`src/rtl/line_buffer_sched_if.sv`:
```
// Sink/buffer/source signal bundle for the deinterlacer line buffer scheduler.
// master = scheduler side, slave = sink, FIFO and source side.
interface line_buffer_sched_if;
    logic        din_valid;
    logic        din_startofpacket;
    logic        din_endofpacket;
    logic        din_ready;
    logic        wr_req0;
    logic        wr_req1;
    logic        full0;
    logic        full1;
    logic        empty_en0;
    logic        empty_en1;
    logic        pair_ready;
    logic        rd_pix;
    logic        rd_req0;
    logic        rd_req1;
    logic        pair_done;
    logic [15:0] err_count;

    modport master (
        input  din_valid, din_startofpacket, din_endofpacket,
        input  full0, full1, rd_pix,
        output din_ready, wr_req0, wr_req1, empty_en0, empty_en1,
        output pair_ready, rd_req0, rd_req1, pair_done, err_count
    );

    modport slave (
        output din_valid, din_startofpacket, din_endofpacket,
        output full0, full1, rd_pix,
        input  din_ready, wr_req0, wr_req1, empty_en0, empty_en1,
        input  pair_ready, rd_req0, rd_req1, pair_done, err_count
    );
endinterface

```
`src/rtl/line_buffer_sched.sv`:
```
// Ping-pong write / paired read scheduler for two 1-line FIFO buffers.
// Optional dropped-line counter: define LINE_BUFFER_SCHED_ERR_CNT_EN.
module line_buffer_sched #(
    parameter int LINE_WIDTH = 720,
    parameter int CNT_W      = $clog2(LINE_WIDTH + 1)
) (
    input  logic                clock,
    input  logic                reset,
    line_buffer_sched_if.master bus
);
    typedef enum logic [1:0] {W_IDLE, W_FILL0, W_FILL1, W_HOLD} wstate_t;
    typedef enum logic {R_IDLE, R_READ} rstate_t;

    localparam logic [CNT_W-1:0] LAST = CNT_W'(LINE_WIDTH - 1);

    wstate_t          r_wstate, w_wstate_nxt;
    rstate_t          r_rstate, w_rstate_nxt;
    logic [CNT_W-1:0] r_wr_cnt, w_wr_cnt_nxt;
    logic [CNT_W-1:0] r_rd_cnt, w_rd_cnt_nxt;
    logic             r_eop_pair, w_eop_pair_nxt;

    logic w_fill, w_full, w_first, w_last;
    logic w_restart, w_ready, w_beat, w_short, w_flush;
    logic w_rd_en, w_pair_done;

    always_comb begin
        w_fill    = (r_wstate == W_FILL0) || (r_wstate == W_FILL1);
        w_full    = (r_wstate == W_FILL1) ? bus.full1 : bus.full0;
        w_first   = (r_wstate == W_FILL0) && (r_wr_cnt == '0);
        w_last    = (r_wr_cnt == LAST);
        // SOP at the very start of buffer 0 is a legal line start,
        // anywhere else mid-pair it restarts the pair
        w_restart = w_fill && bus.din_valid && bus.din_startofpacket
                    && !w_first && !reset;
        w_ready   = 1'b0;
        unique case (r_wstate)
            W_IDLE:           w_ready = 1'b1;
            W_FILL0, W_FILL1: w_ready = !w_full && !w_restart;
            default:          w_ready = 1'b0;
        endcase
        w_ready   = w_ready && !reset;
        w_beat    = bus.din_valid && w_ready;
        w_short   = w_fill && w_beat && bus.din_endofpacket && !w_last;
        w_flush   = w_restart || w_short;
    end

    always_comb begin
        w_rd_en     = (r_rstate == R_READ) && bus.rd_pix && !reset;
        w_pair_done = w_rd_en && (r_rd_cnt == LAST);
    end

    always_comb begin
        w_wstate_nxt   = r_wstate;
        w_wr_cnt_nxt   = r_wr_cnt;
        w_eop_pair_nxt = r_eop_pair;
        unique case (r_wstate)
            W_IDLE: begin
                if (w_beat && bus.din_startofpacket) begin
                    w_wr_cnt_nxt = CNT_W'(1);
                    w_wstate_nxt = W_FILL0;
                end
            end
            W_FILL0, W_FILL1: begin
                if (w_restart) begin
                    w_wr_cnt_nxt = '0;
                    w_wstate_nxt = W_FILL0;
                end else if (w_short) begin
                    w_wr_cnt_nxt = '0;
                    w_wstate_nxt = W_IDLE;
                end else if (w_beat) begin
                    if (w_last) begin
                        w_wr_cnt_nxt = '0;
                        if (r_wstate == W_FILL0) begin
                            w_wstate_nxt = W_FILL1;
                        end else begin
                            w_wstate_nxt   = W_HOLD;
                            w_eop_pair_nxt = bus.din_endofpacket;
                        end
                    end else begin
                        w_wr_cnt_nxt = r_wr_cnt + CNT_W'(1);
                    end
                end
            end
            W_HOLD: begin
                if (w_pair_done)
                    w_wstate_nxt = r_eop_pair ? W_IDLE : W_FILL0;
            end
            default: w_wstate_nxt = W_IDLE;
        endcase
    end

    always_comb begin
        w_rstate_nxt = r_rstate;
        w_rd_cnt_nxt = r_rd_cnt;
        unique case (r_rstate)
            R_IDLE: begin
                if (r_wstate == W_HOLD)
                    w_rstate_nxt = R_READ;
            end
            R_READ: begin
                if (w_pair_done) begin
                    w_rd_cnt_nxt = '0;
                    w_rstate_nxt = R_IDLE;
                end else if (w_rd_en) begin
                    w_rd_cnt_nxt = r_rd_cnt + CNT_W'(1);
                end
            end
            default: w_rstate_nxt = R_IDLE;
        endcase
    end

    always_ff @(posedge clock) begin
        if (reset) begin
            r_wstate   <= W_IDLE;
            r_rstate   <= R_IDLE;
            r_wr_cnt   <= '0;
            r_rd_cnt   <= '0;
            r_eop_pair <= 1'b0;
        end else begin
            r_wstate   <= w_wstate_nxt;
            r_rstate   <= w_rstate_nxt;
            r_wr_cnt   <= w_wr_cnt_nxt;
            r_rd_cnt   <= w_rd_cnt_nxt;
            r_eop_pair <= w_eop_pair_nxt;
        end
    end

    assign bus.din_ready  = w_ready;
    assign bus.wr_req0    = w_beat && !w_short &&
                            ((r_wstate == W_IDLE && bus.din_startofpacket)
                             || r_wstate == W_FILL0);
    assign bus.wr_req1    = w_beat && !w_short && (r_wstate == W_FILL1);
    assign bus.empty_en0  = w_flush;
    assign bus.empty_en1  = w_flush;
    assign bus.pair_ready = (r_wstate == W_HOLD) && !reset;
    assign bus.rd_req0    = w_rd_en;
    assign bus.rd_req1    = w_rd_en;
    assign bus.pair_done  = w_pair_done;

`ifdef LINE_BUFFER_SCHED_ERR_CNT_EN
    logic [15:0] r_err_cnt;

    always_ff @(posedge clock) begin
        if (reset)
            r_err_cnt <= 16'h0000;
        else if (w_flush && r_err_cnt != 16'hFFFF)
            r_err_cnt <= r_err_cnt + 16'h0001;
    end

    assign bus.err_count = r_err_cnt;
`else
    assign bus.err_count = 16'h0000;
`endif
endmodule

```
`src/flat_wrapper.sv`:
```
// flat-port wrapper written by rule: the top's interface ports become plain ports
module line_buffer_sched_flat 
#(
    parameter int LINE_WIDTH = 720,
    parameter int CNT_W      = $clog2(LINE_WIDTH + 1)
)
  (clock, reset, bus_din_valid, bus_din_startofpacket, bus_din_endofpacket, bus_full0, bus_full1, bus_rd_pix, bus_din_ready, bus_wr_req0, bus_wr_req1, bus_empty_en0, bus_empty_en1, bus_pair_ready, bus_rd_req0, bus_rd_req1, bus_pair_done, bus_err_count);
  line_buffer_sched_if bus_i ();
  input  logic clock;
  input  logic reset;
  input wire logic [$bits(bus_i.din_valid)-1:0] bus_din_valid;
  input wire logic [$bits(bus_i.din_startofpacket)-1:0] bus_din_startofpacket;
  input wire logic [$bits(bus_i.din_endofpacket)-1:0] bus_din_endofpacket;
  input wire logic [$bits(bus_i.full0)-1:0] bus_full0;
  input wire logic [$bits(bus_i.full1)-1:0] bus_full1;
  input wire logic [$bits(bus_i.rd_pix)-1:0] bus_rd_pix;
  output wire logic [$bits(bus_i.din_ready)-1:0] bus_din_ready;
  output wire logic [$bits(bus_i.wr_req0)-1:0] bus_wr_req0;
  output wire logic [$bits(bus_i.wr_req1)-1:0] bus_wr_req1;
  output wire logic [$bits(bus_i.empty_en0)-1:0] bus_empty_en0;
  output wire logic [$bits(bus_i.empty_en1)-1:0] bus_empty_en1;
  output wire logic [$bits(bus_i.pair_ready)-1:0] bus_pair_ready;
  output wire logic [$bits(bus_i.rd_req0)-1:0] bus_rd_req0;
  output wire logic [$bits(bus_i.rd_req1)-1:0] bus_rd_req1;
  output wire logic [$bits(bus_i.pair_done)-1:0] bus_pair_done;
  output wire logic [$bits(bus_i.err_count)-1:0] bus_err_count;
  assign bus_i.din_valid = bus_din_valid;
  assign bus_i.din_startofpacket = bus_din_startofpacket;
  assign bus_i.din_endofpacket = bus_din_endofpacket;
  assign bus_i.full0 = bus_full0;
  assign bus_i.full1 = bus_full1;
  assign bus_i.rd_pix = bus_rd_pix;
  assign bus_din_ready = bus_i.din_ready;
  assign bus_wr_req0 = bus_i.wr_req0;
  assign bus_wr_req1 = bus_i.wr_req1;
  assign bus_empty_en0 = bus_i.empty_en0;
  assign bus_empty_en1 = bus_i.empty_en1;
  assign bus_pair_ready = bus_i.pair_ready;
  assign bus_rd_req0 = bus_i.rd_req0;
  assign bus_rd_req1 = bus_i.rd_req1;
  assign bus_pair_done = bus_i.pair_done;
  assign bus_err_count = bus_i.err_count;
  line_buffer_sched #(.LINE_WIDTH(LINE_WIDTH), .CNT_W(CNT_W)) u_core (.clock(clock), .reset(reset), .bus(bus_i));
endmodule
```
`config.mk`:
```
export PLATFORM = sky130hd
export DESIGN_NAME = line_buffer_sched_flat
export DESIGN_NICKNAME = d
export VERILOG_FILES = /design/src/rtl/line_buffer_sched_if.sv /design/src/rtl/line_buffer_sched.sv /design/src/flat_wrapper.sv
export SDC_FILE = /design/constraint.sdc
export NUM_CORES = 1
export LEC_CHECK = 0
export BUFFER_PORTS_ARGS = -buffer_cell sky130_fd_sc_hd__buf_2
export CORE_AREA = 3 3 72 74
export CTS_CLUSTER_SIZE = 30
export DETAILED_ROUTE_END_ITERATION = 12
export DIE_AREA = 0 0 75 77
export SLEW_MARGIN = 20
export SYNTH_ARGS = -nofsm -noshare
export SYNTH_HDL_FRONTEND = slang
export SYNTH_SLANG_ARGS = --single-unit
```
`constraint.sdc`:
```
create_clock -name clock -period 4.66 [get_ports clock]
set_clock_uncertainty 0.15 [all_clocks]
set_input_delay 0.233 -clock clock [delete_from_list [all_inputs] [get_ports clock]]
set_output_delay 0.233 -clock clock [all_outputs]
set_load 0.02 [all_outputs]
```
## After elaboration in Yosys (flattened, before gate mapping)

Cells that the tools add are included.

- Add/subtract/negate cells: 2
- Equality and inequality tests: 9
- Multiplexer cells: 22
- Bitwise gates (word level): 4
- Reductions and logical operators: 38

Operators with widths:

| operator | count |
|---|---|
| 2-to-1 mux 10 bit | 7 |
| adder 10 x 1 -> 10 bit, second input constant | 2 |
| == test 10 bit, second input constant | 2 |
| logical AND 1 bit | 20 |
| case mux 10 bit (2 select lines) | 1 |
| 2-to-1 mux 2 bit | 6 |
| zero test 10 bit | 1 |
| != test 4 x 1 -> 1 bit, second input constant | 2 |
| zero test 1 bit | 6 |
| case mux 2 bit (3 select lines) | 1 |
| AND reduction 6 bit | 1 |
| 2-to-1 mux 1 bit | 5 |
| == test 2 bit, second input constant | 2 |
| inverter 1 bit | 4 |
| case mux 1 bit (2 select lines) | 2 |
| AND reduction 4 bit | 1 |
| nonzero test 2 bit | 2 |
| logical OR 1 bit | 3 |
| AND reduction 3 bit | 1 |
| == test 2 x 1 -> 1 bit, second input constant | 1 |
| zero test 2 bit | 1 |
| != test 2 x 1 -> 1 bit, second input constant | 1 |
| != test 2 bit, second input constant | 1 |
| AND reduction 2 bit | 1 |
| OR reduction 2 bit | 1 |

- Register bits: 24
- Input port bits: 8
- Output and inout bits: 25
- Logic and storage cells: 80

## Longest topological paths before layout

- Depth after elaboration: 17
- Gate-level depth with buffers: 8
- Gate-level depth less buffers: 7

## Least setup slack after synthesis

Ideal clock, no wire load.

- Path kind: flip-flop to output port
- From: reg u_core.r_wstate[0]
- To: out bus_din_ready
- Data arrival time: 2.145 ns
- Data required time: 4.277 ns
- Setup slack: 2.132 ns
- Stages on the path, launching flop included: 9
- Path buffers: 2
- Cell sequence: dfxtp_1 inv_1 ha_1 clkbuf_1 inv_1 nor2_1 clkbuf_1 a21oi_1 nor3_1

- Longest elaborated chain between the ends: 10
- Elaborated cells between the ends (all ways): 17
- Those cells by class: eq/ne: 2; mux: 2; reduce/logical: 13

Ends and longest elaborated chain:

| what | line | text |
|---|---|---|
| from (decl) | line_buffer_sched.sv:16 | `wstate_t r_wstate, w_wstate_nxt;` |
| from (signal assigned) | line_buffer_sched.sv:120 | `r_wstate <= w_wstate_nxt;` |
| == test 2 x 1 -> 1 bit or == test 2 bit (tied branches) | -- |  |
| logical OR 1 bit | line_buffer_sched.sv:27 | `w_fill = (r_wstate == W_FILL0) \|\| (r_wstate == W_FILL1);` |
| logical AND 1 bit (2 in series) | line_buffer_sched.sv:33 | `w_restart = w_fill && bus.din_valid && bus.din_startofpacket` |
| logical AND 1 bit (2 in series) | line_buffer_sched.sv:34 | `&& !w_first && !reset;` |
| zero test 1 bit | line_buffer_sched.sv:38 | `W_FILL0, W_FILL1: w_ready = !w_full && !w_restart;` |
| logical AND 1 bit | line_buffer_sched.sv:38 |  |
| case mux 1 bit (2 select lines) * | line_buffer_sched.sv:36 | `unique case (r_wstate)` |
| logical AND 1 bit * | line_buffer_sched.sv:41 | `w_ready = w_ready && !reset;` |
| to (decl) | flat_wrapper.sv:17 | `output wire logic [$bits(bus_i.din_ready)-1:0] bus_din_ready;` |

Mark *: on every way between the ends. The rest lies on a longest branch, timed or not.

## Worst setup path in the final report

- From: reg u_core.r_wstate[1]
- To: out bus_din_ready

Same word-level chain as after synthesis.

==> impl_metrics.toml <==
[outcome]
outcome = "completed"

[logic_synthesis]
ys.flop_type = "sky130_fd_sc_hd__dfxtp_1"
post_synth_and_or_nand_nor_area_fraction_pct = 30.44
netlist_top_cells_count = "24 x sky130_fd_sc_hd__dfxtp_1, 21 x sky130_fd_sc_hd__nand2_1, 20 x sky130_fd_sc_hd__nor2_1, 18 x sky130_fd_sc_hd__buf_4, 14 x sky130_fd_sc_hd__inv_1"
proportion_of_register_bits_with_asynchronous_set_or_reset_after_synthesis_pct = 0
synth_cell_types = 48
synthesis.area_sq_mm = 0.001730
synth_most_common_cell = "sky130_fd_sc_hd__dfxtp_1"
synthDominantCellAreaShare_pct = 27.77
muxShareOfSynthArea_pct = 2.314
synth_warnings = 0
synth_xor_area_share_pct = 3.037
largest_family_of_logic_cells_by_synthesized_area = "simple AND/OR/NAND/NOR gates"
synthesized_area_divided_by_synthesized_cell_count_sq_um = 7.725
synth_compound_gate_area_share_pct = 17.86
synth_edf_count = 0
synth-seq-cells = 24
netlist_instances = 224
synth_fa_ha_area_share_pct = 5.785
post-synth-top-area-cell = "sky130_fd_sc_hd__dfxtp_1"
yosys-top-cells-area = "sky130_fd_sc_hd__dfxtp_1 28%, sky130_fd_sc_hd__buf_4 7.8%, sky130_fd_sc_hd__ha_1 5.8%"
synth_seq_area_share_pct = 27.77

[setup_path]
critPathKind = "flip-flop to output port"
timing.critical_path.slowest_stage_cell = "sky130_fd_sc_hd__nor2_1"
path_buf_inv = 2
worst_path_max_fanout = 14
cp_data_required_time_ns = 4.28
worstPathArrival_ns = 2.90
worstPathCellList = "inv_1 > ha_1 > nor4bb_1 > a31oi_1 > nor2_1 > a21oi_1 > nor3_1 > buf_2"
reg_to_reg_startpoint = "u_core.r_wstate[0]"
critPathMaxStageDelay_ns = 0.78
critPathLaunchType = "flip-flop"
crit_family = "simple AND/OR/NAND/NOR gates"
timing.critical_path.from = "u_core.r_wstate[1]"
cp_endpoint_kind = "output port"

[power_and_ir_drop]
report.power.total_mw = 0.7041
power_per_cell_area_mw_per_mm2 = 382.5
p_sw_mw = 0.2751
irDropWorstVdd_v = 0.0001330
power.clock.fraction_pct = 26.6
switching_share_pct = 39.08
power.internal_mw = 0.4290
seqPwrFrac_pct = 32.6
total_leakage_power_nw = 0.6895
power.share.combinational_pct = 40.8

[clock_network]
clk-insertion-delay-late_ns = 0.27
cts_tree = "done"
htreeDepth = 1
numCtsBuffers = 3
numClockSinks = 24
largest_buffer_count_on_any_clock_path = 2
clock_transition_at_path_regs_ns = 0.09
cts_resized = 0
post_cts_buffers = 0
cts.root.buffer_cell = "sky130_fd_sc_hd__clkbuf_8"
ctsHoldBuffers = 0

[floorplanning]
floorplan.die_area_sq_mm = 0.005775
fp.dieW_um = 75
start_util_pct = 37.13
floorplan.core_area_sq_mm = 0.004661
number_of_i_o_pins = 33
rows = 25
floorplan.die.height_um = 77

[run]
timing.max_cap.violations = 0

[placement]
globalplace.congestion = 0.7840
post_dp_cell_area_sq_mm = 0.001769
placedCellCount = 283
place_hpwl_um = 2806
dp_worst_setup_slack_ns = 1.759
port_buffers = 16

[sta]
final-setup-viol-count = 0
fin_crit_ns = 3.287
final.setup.worst_slack_ns = 1.373
maxSlewViolCount = 0
tns_ns = 0
final_hold_viol_count = 0
rsz_0062_raised_after_global_routing = "no"
worst-slew-pin-transition_ns = 1.033
rel_slew_slack_pct = 30.57
layout_worst_path_cycle_share_pct = 70.54
fmaxAchievable_mhz = 304.2

[global_routing]
grt_max_degree = 31
grt_antenna_before_repair = 0
congestion_overflow_gr = 0
grt_pass1_wl_um = 6499
grt_pass1_vias = 1389
grt_usage_pct = 13.86

[finish]
finalNetCount = 250
post_layout_instance_count_excluding_filler_cells = 287
stdcell_area_sq_mm = 0.001841
final_antenna_diode_count = 0
syn2layout_area_growth_pct = 6.363
drive_above_1_share_pct = 10.30
filler_cell_count = 472

[routing]
via_per_inst = 5.436
detail_route.wl_per_cell_um = 13.29
antenna_violating_nets_post_route = 0
drt-pass1-iter-count = 4
route.final.wire_length_um = 3814
drc = 0
detailedRoute.firstIterationViolations = 120
dr_total_vias = 1560

[hold_path]
hold_path.class = "input port to flip-flop"
min-delay-start = "bus_rd_pix"
-- cells in the final DEF (no fill, tap or decap), drive strengths merged, types with 2 or more instances in the layout --
master / instances
nand3b: 3
or3: 2
dfxtp: 24
nor4b: 2
nor2b: 4
nor4: 3
nand3: 9
xnor2: 2
buf: 16
conb: 16
a31oi: 4
ha: 8
or4: 2
a211oi: 2
nand4: 7
xor2: 4
inv: 14
nand2: 21
o21ai: 2
o31ai: 7
a2111oi: 4
clkbuf: 3
nor2: 20
a21o: 3
a21oi: 13
o21a: 2
nand2b: 5
nor4bb: 3
mux2i: 4
nor3: 10
-- registers in the layout (all words and copies together) (netlist names) --
signal / cells
u_core.r_rd_cnt: 10
u_core.r_wr_cnt: 10
u_core.r_wstate: 2
u_core.r_eop_pair: 1
u_core.r_rstate: 1
-- final timing paths --
path	end	slack, ns	cells after the start
worst max register to register	u_core.r_wr_cnt[8]	1.81	7
worst min register to register	u_core.r_rstate	0.34	2
worst max-delay path	bus_din_ready	1.37	8
worst min-delay path	u_core.r_rd_cnt[0]	0.18	4
-- stage by stage --
stage | hold slack [ns] | util (%)
2_1_floorplan | 0.2986 | -
3_3_place_gp | 0.3234 | 37.96
3_5_place_dp | 0.3222 | 37.96
4_1_cts | 0.1781 | 39.49
5_1_grt | 0.2005 | 39.49
6_report | 0.1804 | 39.49
-- metal layers --
layer  global-route usage [%]  up-vias  share of wire (%)
met5                        0        -                  0
met4                    6.228        0                1.5
met3                    1.311        5                4.1
met2                    19.77       39                 44
met1                    20.56      728                 50
li1                         -      788                  -
-- layout make-up --
class                      count  area [sq um]  share of cell area [%]
multi-input combinational    175          1089                   59.14
clock inverter                 1         30.03                   1.632
inverter                      14         52.55                   2.855
tap                           54         67.56                   3.671
clock buffer                   3         41.29                   2.243
timing repair buffer          16         80.08                   4.351
sequential                    24         480.5                   26.10
-- cells by family after synthesis --
logic type      count (synthesis)
compound gates                 45
xor+xnor                        6
simple gates                   96
other cells                     1
fa+ha+maj                       8
mux                             4
buf+inv                        40
flops                          24
-- power by group through the flow --
stage	sequential [mW]	combinational [mW]	clock, mW
after global routing	0.232	0.320	0.200
final	0.230	0.287	0.187
after floorplan	0.231	0.236	0
after detailed placement	0.235	0.283	0
after global placement	0.234	0.285	0
after CTS	0.230	0.284	0.192
-- worst reg2reg max path: stages, from the launching register on --
cell and delay [ns]:
sky130_fd_sc_hd__dfxtp_1 0.35, sky130_fd_sc_hd__inv_1 0.11, sky130_fd_sc_hd__ha_1 0.41, sky130_fd_sc_hd__nor4bb_1 0.38, sky130_fd_sc_hd__a21oi_1 0.16, sky130_fd_sc_hd__nor4b_2 0.77
sky130_fd_sc_hd__nand3_1 0.21, sky130_fd_sc_hd__o31ai_1 0.24
No activity file was read; power rests on OpenSTA's default activity.
